`src/rtl/abcd_seq_pkg.sv`:
```
`default_nettype none
// ============================================================================
//  Module   : abcd_seq_pkg
//  Purpose  : Shared types and limits for the a/b/c/d stimulus generator.
//             Holds the generator state encoding and the legal CD_GAP range.
//  Ports    : none (package)
//  Revision : 1.0 - initial release
// ============================================================================
package abcd_seq_pkg;

  // Generator phases; the width is explicit so the encoding stays stable.
  typedef enum logic [2:0] {
    IDLE   = 3'd0,
    PH_A   = 3'd1,
    PH_B   = 3'd2,
    PH_C   = 3'd3,
    PH_GAP = 3'd4,
    PH_D   = 3'd5
  } state_t;

  localparam int MIN_CD_GAP = 1;
  localparam int MAX_CD_GAP = 15;

endpackage : abcd_seq_pkg
`default_nettype wire

```
`src/rtl/abcd_seq_gen.sv`:
```
`default_nettype none
// ============================================================================
//  Module   : abcd_seq_gen
//  Purpose  : Drives the pattern a ##1 b ##1 c ##CD_GAP d for a programmable
//             number of back-to-back iterations per start request, with a
//             busy/done handshake and synchronous abort.
//  Ports    :
//    clk        in   1      system clock, rising edge
//    rst        in   1      asynchronous active-high reset
//    start      in   1      begin a burst (sampled only when idle)
//    repeat_cnt in   CNT_W  iteration count, captured on accepted start
//    abort      in   1      synchronous abort of a running burst
//    a/b/c/d    out  1      phase pulses
//    busy       out  1      burst in progress
//    done       out  1      one-cycle pulse on normal burst completion
//    iter       out  CNT_W  zero-based current iteration index
//  Revision : 1.0 - initial release
// ============================================================================
module abcd_seq_gen
  import abcd_seq_pkg::*;
#(
  parameter int CD_GAP = 2,
  parameter int CNT_W  = 8
) (
  input  logic             clk,
  input  logic             rst,
  input  logic             start,
  input  logic [CNT_W-1:0] repeat_cnt,
  input  logic             abort,
  output logic             a,
  output logic             b,
  output logic             c,
  output logic             d,
  output logic             busy,
  output logic             done,
  output logic [CNT_W-1:0] iter
);

  localparam int c_GAP_W = $clog2(CD_GAP + 1);
  // The gap counter counts the cycles remaining after the current one, so a
  // CD_GAP-1 cycle gap is loaded with CD_GAP-2. Unused when CD_GAP is 1.
  localparam logic [c_GAP_W-1:0] c_GAP_LOAD =
    c_GAP_W'((CD_GAP > 1) ? (CD_GAP - 2) : 0);

  generate
    if (CD_GAP < MIN_CD_GAP || CD_GAP > MAX_CD_GAP) begin : g_bad_cd_gap
      $error("abcd_seq_gen: CD_GAP=%0d outside %0d..%0d",
             CD_GAP, MIN_CD_GAP, MAX_CD_GAP);
    end
  endgenerate

  state_t             r_state;
  state_t             w_next_state;
  logic [CNT_W-1:0]   r_count;
  logic [CNT_W-1:0]   w_count_next;
  logic [CNT_W-1:0]   r_iter;
  logic [CNT_W-1:0]   w_iter_next;
  logic [c_GAP_W-1:0] r_gap_cnt;
  logic [c_GAP_W-1:0] w_gap_next;
  logic               w_done_next;
  logic [CNT_W:0]     w_iter_inc;
  logic               r_a, r_b, r_c, r_d, r_busy, r_done;

  // One extra bit so an all-ones count still compares correctly.
  assign w_iter_inc = {1'b0, r_iter} + (CNT_W + 1)'(1);

  always_comb begin
    w_next_state = r_state;
    w_count_next = r_count;
    w_iter_next  = r_iter;
    w_gap_next   = r_gap_cnt;
    w_done_next  = 1'b0;

    if (abort && (r_state != IDLE)) begin
      w_next_state = IDLE;
    end else begin
      case (r_state)
        IDLE: begin
          // Abort outranks start even while idle.
          if (start && !abort) begin
            if (repeat_cnt != '0) begin
              w_next_state = PH_A;
              w_count_next = repeat_cnt;
              w_iter_next  = '0;
            end else begin
              w_done_next = 1'b1;
            end
          end
        end
        PH_A: w_next_state = PH_B;
        PH_B: w_next_state = PH_C;
        PH_C: begin
          if (CD_GAP > 1) begin
            w_next_state = PH_GAP;
            w_gap_next   = c_GAP_LOAD;
          end else begin
            w_next_state = PH_D;
          end
        end
        PH_GAP: begin
          if (r_gap_cnt == '0) begin
            w_next_state = PH_D;
          end else begin
            w_gap_next = r_gap_cnt - c_GAP_W'(1);
          end
        end
        PH_D: begin
          if (w_iter_inc < {1'b0, r_count}) begin
            w_next_state = PH_A;
            w_iter_next  = w_iter_inc[CNT_W-1:0];
          end else begin
            w_next_state = IDLE;
            w_done_next  = 1'b1;
          end
        end
        default: w_next_state = IDLE;
      endcase
    end
  end

  // Outputs are registered from the next state so each pulse lines up with
  // the state it belongs to while still coming straight from a flop.
  always_ff @(posedge clk or posedge rst) begin
    if (rst) begin
      r_state   <= IDLE;
      r_count   <= '0;
      r_iter    <= '0;
      r_gap_cnt <= '0;
      r_a       <= 1'b0;
      r_b       <= 1'b0;
      r_c       <= 1'b0;
      r_d       <= 1'b0;
      r_busy    <= 1'b0;
      r_done    <= 1'b0;
    end else begin
      r_state   <= w_next_state;
      r_count   <= w_count_next;
      r_iter    <= w_iter_next;
      r_gap_cnt <= w_gap_next;
      r_a       <= (w_next_state == PH_A);
      r_b       <= (w_next_state == PH_B);
      r_c       <= (w_next_state == PH_C);
      r_d       <= (w_next_state == PH_D);
      r_busy    <= (w_next_state != IDLE);
      r_done    <= w_done_next;
    end
  end

  assign a    = r_a;
  assign b    = r_b;
  assign c    = r_c;
  assign d    = r_d;
  assign busy = r_busy;
  assign done = r_done;
  assign iter = r_iter;

endmodule : abcd_seq_gen
`default_nettype wire

```
`config.mk`:
```
export PLATFORM = sky130hd
export DESIGN_NAME = abcd_seq_gen
export DESIGN_NICKNAME = d
export VERILOG_FILES = /design/src/rtl/abcd_seq_pkg.sv /design/src/rtl/abcd_seq_gen.sv
export SDC_FILE = /design/constraint.sdc
export NUM_CORES = 1
export LEC_CHECK = 0
export ABC_AREA = 0
export ABC_CLOCK_PERIOD_IN_PS = 2600
export BUFFER_PORTS_ARGS = -buffer_cell sky130_fd_sc_hd__buf_2
export CAP_MARGIN = 10
export CORE_MARGIN = 1.5
export CORE_UTILIZATION = 50
export CTS_CLUSTER_SIZE = 16
export DETAILED_ROUTE_END_ITERATION = 8
export GPL_ROUTABILITY_DRIVEN = 0
export PLACE_DENSITY = 0.82
export SLEW_MARGIN = 10
export SYNTH_ARGS = -nofsm -noshare
export SYNTH_HDL_FRONTEND = slang
export SYNTH_SLANG_ARGS = --single-unit
```
`constraint.sdc`:
```
create_clock -name clk -period 2.6 [get_ports clk]
set_input_delay 0.13 -clock clk [delete_from_list [all_inputs] [get_ports clk]]
set_output_delay 0.13 -clock clk [all_outputs]
set_load 0.01 [all_outputs]
```
; After elaboration in Yosys (flattened, before gate mapping)
; Cells that the tools add are included.
; Widths: inputs -> output; s select.
[totals]
elab_cells = 57
out_inout_bits = 14
inputBits = 12
register_bits = 27
[classes]
n_lt_le_gt_ge = 1
n_addsub = 2
bitwise_logic = 1
n_mux = 17
reduce_logical = 13
eq_ne = 13
[op_table]
columns = operator, n
row1 = $mux 8, 3
row2 = $pmux 3 s6, 1
row3 = $pmux 8 s2, 1
row4 = $eq 3x2->1 const B, 4
row5 = $mux 3, 4
row6 = $add 8x1->9 const B, 1
row7 = $eq 3x3->1 const B, 3
row8 = $lt 9x8->1, 1
row9 = $ne 2x2->1 const B, 4
row10 = $reduce_bool 8->1, 1
row11 = $eq 3x1->1 const B, 2
row12 = $reduce_bool 3->1, 2
row13 = $mux 1, 5
row14 = $reduce_and 5->1, 1
row15 = $pmux 2 s2, 1
row16 = $reduce_and 4->1, 1
row17 = $reduce_bool 2->1, 2
row18 = $logic_not 3->1, 1
row19 = $reduce_and 3->1, 1
row20 = $logic_and 1x1->1, 2
row21 = $logic_not 2->1, 1
row22 = $mux 2, 1
row23 = $pmux 1 s2, 1
row24 = $sub 2x1->2 const B, 1
row25 = 2 further kinds, 2

; Depth between registers and ports, before layout
[logic_depth]
depth_word = 6
ltp_mapped = 12

; Worst setup path before layout
; OpenSTA, ideal clock, no wires.
[synth_path]
path_kind = reg-to-reg
start = register r_iter[2], in the netlist iter[2]
end = register r_state[0]
setup_slack_ns = 0.031
t_required_ns = 2.476
period_less_slack_ns = 2.569
n_path_buf = 2
setup_ns = 0.124
path_stages_with_launch = 13
t_arrival_ns = 2.445
cell_sequence = dfrtp_1 -> and3_1 -> clkbuf_1 -> and3_2 -> and3_1 -> xnor2_1 -> inv_1 -> ha_1 -> nand3_1 -> a21o_2 -> o211a_1 -> buf_6 -> o21bai_1
[synth_via]
elab_chain_cells = 5
[synth_rtl]
columns = item, line
row1 = from (decl), abcd_seq_gen.sv:56  ; logic [CNT_W-1:0] r_iter;
row2 = from (signal assigned), abcd_seq_gen.sv:138  ; r_iter <= w_iter_next;
row3 = $add 8x1->9, abcd_seq_gen.sv:65  ; assign w_iter_inc = {1'b0, r_iter} + (CNT_W + 1)'(1);
row4 = $lt 9x8->1, abcd_seq_gen.sv:108  ; if (w_iter_inc < {1'b0, r_count}) begin
row5 = $mux 1, abcd_seq_gen.sv:108
row6 = $pmux 3 s6, abcd_seq_gen.sv:77  ; case (r_state)
row7 = $mux 3, abcd_seq_gen.sv:74  ; if (abort && (r_state != IDLE)) begin
row8 = net w_next_state[0], abcd_seq_gen.sv:53  ; state_t w_next_state;
row9 = to (signal assigned), abcd_seq_gen.sv:136  ; r_state <= w_next_state;
row10 = to (decl), abcd_seq_gen.sv:52  ; state_t r_state;
; The timed path passes the listed nets, and every way through them passes these cells.
; A chain may end at the register's enable or synchronous reset.

; Final worst setup path
[layout_path]
start = register r_iter[1], in the netlist iter[1]
end = register r_iter[4], in the netlist iter[4]
[layout_via]
elab_chain_cells = 4
[layout_rtl]
columns = item, line
row1 = $add 8x1->9 *, abcd_seq_gen.sv:65
row2 = $lt 9x8->1, abcd_seq_gen.sv:108
row3 = $ne 2x2->1 (no line), --
row4 = $reduce_and 5->1 (no line), --
; Every way passes the cells marked *; elsewhere a longest branch is shown, timed or not. The select of a mux whose other input is x is not followed.

==> flow_metrics.py <==
metrics = {
    "sta": {
        "fin_crit_ps": 2530,
        "finalCritPeriodShare_pct": 97.4,
        "finClkSkew_ps": 4.87,
        "setup_viol": 0,
        "setup_ws_ps": 66.4,
        "holdWs_ps": 23.8,
        "max_slew_margin_pct": 30.8,
        "worstMarginPinSlew_ps": 1040,
        "hold_viol": 0,
        "max_freq_mhz": 395,
        "maxSlewViolCount": 0,
    },
    "synth": {
        "ys.warnings.count": 0,
        "syn_inst": 152,
        "synth_top_area_cell": "dfrtp_1",
        "synth_edf_count": 0,
        "async_flop_share_pct": 100,
        "ys_seq_area_share_pct": 43.1,
        "yosysTopAreaCellShare_pct": 43.1,
        "synth_cell_types": 44,
        "syn-num-nets": 173,
        "ys_top_cells_by_area": "dfrtp_1 (43%), ha_1 (7.2%), mux2_2 (5.7%), inv_1 (4.3%), xnor2_1 (2.8%)",
        "netlist_area_mm2": 0.00157,
        "ys.flop_type": "dfrtp_1",
        "synth_seq_cells": 27,
        "syn_avg_cell_area_um2": 10.3,
    },
    "power_and_ir_drop": {
        "p_sw_w": 0.000462,
        "p_leak_nw": 0.920,
        "sw_frac_of_total_pct": 35.7,
        "vdd_drop_max_mv": 0.362,
        "power_w": 0.00129,
        "p_clk_share_pct": 14.1,
        "seqPwrFrac_pct": 48.0,
        "intPower_w": 0.000833,
        "power_density_mw_per_mm2": 714,
        "combPwrFrac_pct": 37.9,
    },
    "final_layout": {
        "stdcell_area_mm2": 0.00181,
        "nets": 204,
        "drive_gt1_share_pct": 33.5,
        "antenna_cells": 0,
        "utilization_pct": 60.4,
        "final_cell_mix": "dfrtp_1 (27), buf_2 (25), inv_1 (18)",
        "final_common_cell": "dfrtp_1",
        "area_growth_pct": 15.6,
    },
    "cts": {
        "cts.reportedPaths.clkPinSlew_ps": 150,
        "cts_made_buffers": 3,
        "cts.htree.levels": 1,
        "clk_path_buf_depth": 2,
        "cts_tree": "done",
        "cts_sinks": 27,
        "clock_latency_ps": 320,
        "root_buffer": "clkbuf_4",
        "hold_buffers": 0,
    },
    "floorplanning": {
        "fp.coreArea_mm2": 0.00300,
        "start_util_pct": 52.2,
        "fp.dieH_um": 59.0,
        "die_width_um": 59.0,
        "ios": 26,
        "rows": 20,
        "die-area_mm2": 0.00348,
    },
    "detailed_routing": {
        "drtIter0Drc": 36,
        "post_drt_wl_per_cell_um": 15.3,
        "routed_wl_um": 3300,
        "drt-pass1-iter-count": 4,
        "drc": 0,
        "viasPerCell": 5.77,
        "ant_nets": 0,
        "vias": 1241,
    },
    "global_route": {
        "grt_usage_pct": 20.4,
        "grt_pass1_wl_um": 5420,
        "grt_pass1_vias": 1205,
        "antenna_found_initial": 0,
        "grt_max_degree": 28,
        "overflow": 0,
    },
    "worst_setup_path": {
        "required_ps": 2820,
        "critical_path_class": "reg2reg",
        "cp_max_fo": 7,
        "start_kind": "flop",
        "worstPathArrival_ps": 2750,
        "endpoint_kind": "flop",
    },
    "worst_hold_path": {
        "min_path_type": "in2async",
    },
    "placed_design": {
        "io_buffers": 25,
        "place_ws_ps": -26.1,
        "placed_area_mm2": 0.00173,
        "dp.final_hpwl_um": 2430,
    },
    "status": {
        "status": "finished clean",
    },
    "run": {
        "cap_violations": 0,
    },
}
-- state kept, by name, indices dropped and copies added (netlist names) --
signal	flops
c	1
busy	1
r_count	8
a	1
iter	8
d	1
b	1
r_state	3
done	1
r_gap_cnt	2
-- metal layers --
metal	track usage [%]	up-vias	part of all wire (%)
li1	-	603	-
met1	25.2	599	44
met2	35.6	33	51
met3	2.84	6	3.2
met4	8.77	0	1.9
met5	0	-	0
-- synthesized netlist by cell type (all sizes together) (4+ instances only) --
master	n
inv	18
a21oi	4
mux2	8
o21ai	5
dfrtp	27
nor2	6
and3	6
xnor2	5
nand3	8
a41oi	4
nand2	6
a21o	5
ha	9
buf	4
-- power groups by stage --
stage | registers [W] | clock network (W) | logic [W]
2_1_floorplan | 0.000609 | 0 | 0.000386
3_3_place_gp | 0.000624 | 0 | 0.000451
3_5_place_dp | 0.000629 | 0 | 0.000471
4_1_cts | 0.000620 | 0.000193 | 0.000478
5_1_grt | 0.000635 | 0.000202 | 0.000550
6_report | 0.000621 | 0.000183 | 0.000491
-- critical path: stages, from the launching register on --
cell and delay (ps):
dfrtp_1 460, and3_4 210, and3_2 210, and3_1 210
xnor2_2 200, inv_1 70, ha_1 310, nand3_1 90
a21o_2 210, buf_4 170, a41oi_1 220, a31oi_1 60
-- metrics by stage --
step                TNS, ps  std cells
detailed placement    -65.1        209
finish                    0        215
global placement          0        209
floorplan                 0        152
global route          -33.2        215
CTS                       0        213
-- final cells by class --
class,count,area [um^2]
well taps,33,41.3
flip-flops and latches,27,676
repair buffers,33,185
multi-input cells,100,816
clock buffers,3,22.5
fillers,263,1190
clock inverters,1,5.00
inverters,18,67.6
-- path summary, 6_finish.rpt --
path	startpoint	endpoint	slack [ps]	cells after the start
worst max-delay path	iter[1]	iter[4]	70	11
worst min-delay path	rst	r_state[2]	20	2
worst max register to register	iter[1]	iter[4]	70	11
worst min register to register	r_count[3]	r_count[3]	520	1
max in group asynchronous	rst	r_count[0]	1950	2
min in group clk	repeat_cnt[3]	r_count[3]	40	2
-- logic make-up (layout without fill, tap and decap cells) --
| family | count (synthesis) | count (layout) | synth area share, % |
|---|---|---|---|
| AOI/OAI and AO/OA | 37 | 37 | 17.4 |
| and+or+nand+nor | 37 | 37 | 13.7 |
| DFF | 27 | 27 | 43.1 |
| buffers and inverters | 25 | 55 | 7.66 |
| muxes | 10 | 10 | 7.02 |
| adders and majority gates | 9 | 9 | 7.18 |
| xor gates and xnor gates | 7 | 7 | 3.91 |
-- timing repair --
item	4_1_cts	5_1_grt
pin swaps	0	1
endpoints found under the setup margin	10	11
resized for setup	2	8
buffers inserted	0	2
Note: power is estimated with default switching activity, not from simulation.
